[src/rtl/gray_stream_decoder_if.sv]
// Gray sample stream in, decoded value / step classification / counters out.
interface gray_stream_decoder_if #(
  parameter int unsigned WIDTH     = 4,
  parameter int unsigned POS_W     = 16,
  parameter int unsigned ERR_CNT_W = 8
);
  logic                 gray_valid;
  logic [WIDTH-1:0]     gray_in;
  logic                 clear;
  logic [WIDTH-1:0]     binary_out;
  logic                 binary_valid;
  logic                 step_up;
  logic                 step_down;
  logic                 step_err;
  logic                 locked;
  logic [POS_W-1:0]     pos_count;
  logic [ERR_CNT_W-1:0] err_count;

  modport master (
    output gray_valid, gray_in, clear,
    input  binary_out, binary_valid, step_up, step_down, step_err,
           locked, pos_count, err_count
  );

  modport slave (
    input  gray_valid, gray_in, clear,
    output binary_out, binary_valid, step_up, step_down, step_err,
           locked, pos_count, err_count
  );
endinterface

[src/rtl/gray_stream_decoder.sv]
// Decodes a Gray sample stream to binary, classifies each sample against the
// previous one (up/down/illegal) and keeps a signed position and error count.
module gray_stream_decoder #(
  parameter int unsigned WIDTH     = 4,
  parameter int unsigned POS_W     = 16,
  parameter int unsigned ERR_CNT_W = 8
) (
  input  logic                 clk,
  input  logic                 rst,
  gray_stream_decoder_if.slave bus
);

  localparam logic [ERR_CNT_W-1:0] ERR_MAX = '1;

  typedef enum logic {UNLOCKED = 1'b0, LOCKED = 1'b1} state_t;

  state_t               state_q, state_d;
  logic [WIDTH-1:0]     ref_q, ref_d;
  logic                 bv_q, bv_d;
  logic                 up_q, up_d;
  logic                 dn_q, dn_d;
  logic                 er_q, er_d;
  logic [POS_W-1:0]     pos_q, pos_d;
  logic [ERR_CNT_W-1:0] err_q, err_d;
  logic [WIDTH-1:0]     sample;

  function automatic logic [WIDTH-1:0] gray2bin(input logic [WIDTH-1:0] g);
    logic [WIDTH-1:0] b;
    b = '0;
    b[WIDTH-1] = g[WIDTH-1];
    for (int i = int'(WIDTH) - 2; i >= 0; i--) begin
      b[i] = b[i+1] ^ g[i];
    end
    return b;
  endfunction

  assign sample = gray2bin(bus.gray_in);

  // Registered state; the reference sample doubles as binary_out since both
  // update and hold together.
  always_ff @(posedge clk) begin
    if (rst) begin
      state_q <= UNLOCKED;
      ref_q   <= '0;
      bv_q    <= 1'b0;
      up_q    <= 1'b0;
      dn_q    <= 1'b0;
      er_q    <= 1'b0;
      pos_q   <= '0;
      err_q   <= '0;
    end else begin
      state_q <= state_d;
      ref_q   <= ref_d;
      bv_q    <= bv_d;
      up_q    <= up_d;
      dn_q    <= dn_d;
      er_q    <= er_d;
      pos_q   <= pos_d;
      err_q   <= err_d;
    end
  end

  // Next-state and classification of the incoming sample.
  always_comb begin
    state_d = state_q;
    ref_d   = ref_q;
    bv_d    = 1'b0;
    up_d    = 1'b0;
    dn_d    = 1'b0;
    er_d    = 1'b0;
    pos_d   = pos_q;
    err_d   = err_q;

    if (bus.gray_valid) begin
      unique case (state_q)
        UNLOCKED: begin
          ref_d   = sample;
          bv_d    = 1'b1;
          state_d = LOCKED;
        end
        LOCKED: begin
          if (sample == ref_q) begin
            bv_d = 1'b1;
          end else if (sample == ref_q + WIDTH'(1)) begin
            ref_d = sample;
            bv_d  = 1'b1;
            up_d  = 1'b1;
            pos_d = pos_q + POS_W'(1);
          end else if (sample == ref_q - WIDTH'(1)) begin
            ref_d = sample;
            bv_d  = 1'b1;
            dn_d  = 1'b1;
            pos_d = pos_q - POS_W'(1);
          end else begin
            er_d    = 1'b1;
            state_d = UNLOCKED;
            if (err_q != ERR_MAX) begin
              err_d = err_q + ERR_CNT_W'(1);
            end
          end
        end
        default: state_d = UNLOCKED;
      endcase
    end

    // Clear overrides any simultaneous count update.
    if (bus.clear) begin
      pos_d = '0;
      err_d = '0;
    end
  end

  assign bus.binary_out   = ref_q;
  assign bus.binary_valid = bv_q;
  assign bus.step_up      = up_q;
  assign bus.step_down    = dn_q;
  assign bus.step_err     = er_q;
  assign bus.locked       = (state_q == LOCKED);
  assign bus.pos_count    = pos_q;
  assign bus.err_count    = err_q;

endmodule

[src/flat_wrapper.sv]
// flat-port wrapper written by rule: the top's interface ports become plain ports
module gray_stream_decoder_flat 
#(
  parameter int unsigned WIDTH     = 4,
  parameter int unsigned POS_W     = 16,
  parameter int unsigned ERR_CNT_W = 8
)
  (clk, rst, bus_gray_valid, bus_gray_in, bus_clear, bus_binary_out, bus_binary_valid, bus_step_up, bus_step_down, bus_step_err, bus_locked, bus_pos_count, bus_err_count);
  gray_stream_decoder_if #(.WIDTH(WIDTH), .POS_W(POS_W), .ERR_CNT_W(ERR_CNT_W)) bus_i ();
  input  logic clk;
  input  logic rst;
  input wire logic [$bits(bus_i.gray_valid)-1:0] bus_gray_valid;
  input wire logic [$bits(bus_i.gray_in)-1:0] bus_gray_in;
  input wire logic [$bits(bus_i.clear)-1:0] bus_clear;
  output wire logic [$bits(bus_i.binary_out)-1:0] bus_binary_out;
  output wire logic [$bits(bus_i.binary_valid)-1:0] bus_binary_valid;
  output wire logic [$bits(bus_i.step_up)-1:0] bus_step_up;
  output wire logic [$bits(bus_i.step_down)-1:0] bus_step_down;
  output wire logic [$bits(bus_i.step_err)-1:0] bus_step_err;
  output wire logic [$bits(bus_i.locked)-1:0] bus_locked;
  output wire logic [$bits(bus_i.pos_count)-1:0] bus_pos_count;
  output wire logic [$bits(bus_i.err_count)-1:0] bus_err_count;
  assign bus_i.gray_valid = bus_gray_valid;
  assign bus_i.gray_in = bus_gray_in;
  assign bus_i.clear = bus_clear;
  assign bus_binary_out = bus_i.binary_out;
  assign bus_binary_valid = bus_i.binary_valid;
  assign bus_step_up = bus_i.step_up;
  assign bus_step_down = bus_i.step_down;
  assign bus_step_err = bus_i.step_err;
  assign bus_locked = bus_i.locked;
  assign bus_pos_count = bus_i.pos_count;
  assign bus_err_count = bus_i.err_count;
  gray_stream_decoder #(.WIDTH(WIDTH), .POS_W(POS_W), .ERR_CNT_W(ERR_CNT_W)) u_core (.clk(clk), .rst(rst), .bus(bus_i));
endmodule
[config.mk]
export PLATFORM = sky130hd
export DESIGN_NAME = gray_stream_decoder_flat
export DESIGN_NICKNAME = d
export VERILOG_FILES = /design/src/rtl/gray_stream_decoder_if.sv /design/src/rtl/gray_stream_decoder.sv /design/src/flat_wrapper.sv
export SDC_FILE = /design/constraint.sdc
export NUM_CORES = 1
export LEC_CHECK = 0
export CAP_MARGIN = 20
export CORE_AREA = 2 2 87 89
export CTS_BUF_LIST = sky130_fd_sc_hd__clkbuf_4 sky130_fd_sc_hd__clkbuf_8
export DETAILED_ROUTE_END_ITERATION = 7
export DIE_AREA = 0 0 89 91
export PLACE_DENSITY = 0.55
export SLEW_MARGIN = 0
export SYNTH_ARGS = -nofsm -noshare
export SYNTH_HDL_FRONTEND = slang
export SYNTH_SLANG_ARGS = --single-unit
[constraint.sdc]
create_clock -name clk -period 4.4 [get_ports clk]
set_clock_uncertainty 0.1 [all_clocks]
set_input_delay 0.88 -clock clk [delete_from_list [all_inputs] [get_ports clk]]
set_output_delay 0.88 -clock clk [all_outputs]
set_load 0.05 [all_outputs]
==> flow_summary.json, run 1 <==
{
  "outcome": "complete, no violations",
  "initial_core_util_pct": 31.5,
  "fillers": 773,
  "clk_pin_slew_ns": 0.08,
  "dominantRegCellSynth": "dfxtp_1",
  "grt-ovfl-total": 0,
  "grt_pass1_wl_um": 8930,
  "worst_pin_slew_ns": 0.506,
  "rows": 31,
  "antenna_found_initial": 0,
  "cts-root-buf": "clkbuf_8",
  "syn_nets": 282,
  "cts_tree": "done",
  "synth-seq-cells": 33,
  "core_um2": 7140,
  "cp-startpoint": "bus_gray_in[2]",
  "power.leakage_nw": 1.09,
  "cts_sinks": 33,
  "avgRoutedWirePerCell_um": 12.8,
  "ios": 41,
  "vias": 1943,
  "cp.arrival_ns": 4.20,
  "fin_cells": 403,
  "whs_ns": 0.395,
  "nNetsFinal": 330,
  "final_core_util_pct": 40.2,
  "antennaDiodeCount": 0,
  "grt_pass1_vias": 1872,
  "syn-cell-area_um2": 2250,
  "dp_cells": 395,
  "critPathKind": "primary input to flop",
  "die_h_um": 91,
  "power.density_nw_per_um2": 291,
  "cts_resized": 0,
  "seqCellArea_um2": 661,
  "setup_viol": 0,
  "numCtsBuffers": 5,
  "grt_usage_pct": 13.5,
  "synth_seq_area_share_pct": 29.4,
  "place.gp.congestion": 0.750,
  "die_x_um": 89,
  "hold_path_startpoint": "u_core.bus.err_count[1]",
  "vdd_ir_drop_max_v": 0.000112,
  "max_freq_mhz": 245,
  "cap_violations": 0,
  "rsz0062_at_grt": "false",
  "r2r-start": "u_core.bus.binary_out[0]",
  "endpoint_kind": "flop",
  "avgViaCountPerCell": 4.82,
  "yosysUniqueCellTypes": 49,
  "die_area_um2": 8100,
  "fin_crit_sh_pct": 92.9,
  "fin_area_um2": 2870,
  "critPathLaunchType": "primary input",
  "drive_gt1_share_pct": 9.87,
  "cp.required_ns": 4.52,
  "wl_um": 5160,
  "path_max_fanout": 4,
  "port_buffers": 40,
  "min_period_ns": 4.09,
  "clock_path_buffers": 2,
  "grt_max_degree": 21,
  "async_flop_share_pct": 0,
  "yosys_warnings": 0,
  "relSlewSlack_pct": 66.1,
  "area_delta_synth_final_pct": 27.7,
  "synthCells": 255,
  "power_mw": 0.833,
  "post_dp_cell_area_um2": 2780,
  "multi_input_area_um2": 1500,
  "dp_hpwl_um": 3900,
  "synth-edff-count": 0,
  "postCtsHoldBufs": 0,
  "cts_setup_buffers": 0,
  "final_common_cell": "clkdlybuf4s50_1",
  "route.detailed.drc": 0,
  "drv_slew": 0,
  "drt_iter0_drc": 85,
  "hold_violations": 0,
  "cts-htree-levels": 2,
  "drt-pass1-iter-count": 4,
  "hold_path_class": "flop to flop",
  "antenna_left": 0,
  "mostFrequentLayoutCells": "40 x clkdlybuf4s50_1, 33 x dfxtp_1, 27 x nor2_1",
  "insertion_delay_ns": 0.28,
  "avgSynthCellArea_um2": 8.81
}
-- final timing paths --
check	end	slack, ns	depth (start not counted)
worst max-delay path	u_core.bus.pos_count[14]	0.31	12
worst max register to register	u_core.bus.pos_count[14]	1.00	12
worst min register to register	u_core.bus.err_count[1]	0.40	2
worst min-delay path	u_core.bus.err_count[1]	0.40	2
-- Yosys cell counts (2+ instances only) --
cell type   n  area [µm²]
dfxtp_1    33         661
nor2_1     27         101
ha_1       18         225
a21oi_1    17        85.1
nand2_1    16        60.1
xnor2_1    16         140
o21ai_0    11        55.1
inv_1       9        33.8
mux2i_1     9        90.1
xor2_1      9        78.8
a211oi_1    7        52.6
nand3_1     7        35.0
nor3_1      7        35.0
o21ai_1     6        30.0
and3_1      5        31.3
clkbuf_1    4        15.0
o211ai_1    4        30.0
or3_1       4        25.0
a21boi_0    3        22.5
a21o_1      3        22.5
a31oi_1     3        18.8
buf_6       3        33.8
nand4_1     3        18.8
nor2b_1     3        18.8
nor3_2      2        20.0
o21a_1      2        15.0
o31ai_1     2        15.0
-- sequential cells by signal (all words and copies together), names as in the netlist --
signal / flops
u_core.bus.binary_out: 4
u_core.bus.binary_valid: 1
u_core.bus.err_count: 8
u_core.bus.locked: 1
u_core.bus.pos_count: 16
u_core.bus.step_down: 1
u_core.bus.step_err: 1
u_core.bus.step_up: 1
-- per-layer routing --
metal / up-vias / wire, µm / GRT usage [%]
li1: 1015 / - / -
met4: 0 / 27 / 2.74
met3: 2 / 254 / 4.18
met5: - / 0 / 0
met2: 39 / 2220 / 20.8
met1: 887 / 2660 / 18.8
-- layout make-up --
cell class                 count  share of cell area (%)
multi-input combinational    205                    52.3
sequential                    33                    23.0
clock buffer                   5                    2.40
clock inverter                 3                   0.611
timing repair buffer          48                    16.1
inverter                      10                    1.31
tap                           99                    4.32
-- worst max-delay path, stage by stage --
cell             delay (ns)
clkdlybuf4s50_1        0.58
xor3_2                 0.41
and3_1                 0.22
o211ai_4               0.24
inv_1                  0.08
fa_1                   0.40
nor2b_1                0.17
o31ai_1                0.11
a21oi_1                0.25
a41oi_1                0.22
or4bb_1                0.51
a31oi_1                0.14
-- report_power, final --
group,switching (mW),internal (mW)
Sequential,0.0126,0.307
Combinational,0.165,0.119
Clock,0.121,0.109
-- stage by stage --
step,worst slack (ns),TNS [ns]
floorplan,0.348,0
global placement,0.124,0
detailed placement,-0.00275,-0.00275
CTS,0.317,0
global route,0.0767,0
finish,0.313,0
-- cell families after synthesis --
logic type | count (synthesis) | share of synthesized area (%)
AND/OR/NAND/NOR | 84 | 20.7
XOR/XNOR | 27 | 11.9
adder cells (fa/ha/maj) | 19 | 10.9
flip-flops | 33 | 29.4
buffers and inverters | 17 | 3.84
multiplexers | 10 | 4.51
AO/OA/AOI/OAI | 65 | 18.8
Power figures use the tool's default switching activity.
==> inputs of run 2 (changes only) <==
--- a/config.mk
+++ b/config.mk
@@ -8,6 +8,7 @@
 export CAP_MARGIN = 20
 export CORE_AREA = 2 2 87 89
 export CTS_BUF_LIST = sky130_fd_sc_hd__clkbuf_4 sky130_fd_sc_hd__clkbuf_8
+export CTS_CLUSTER_DIAMETER = 100
 export DETAILED_ROUTE_END_ITERATION = 7
 export DIE_AREA = 0 0 89 91
 export PLACE_DENSITY = 0.55
@@ -15,3 +16,4 @@
 export SYNTH_ARGS = -nofsm -noshare
 export SYNTH_HDL_FRONTEND = slang
 export SYNTH_SLANG_ARGS = --single-unit
+export TNS_END_PERCENT = 20
==> results of run 2 <==
No change in the layout: final DEF, timing and power equal those of run 1.
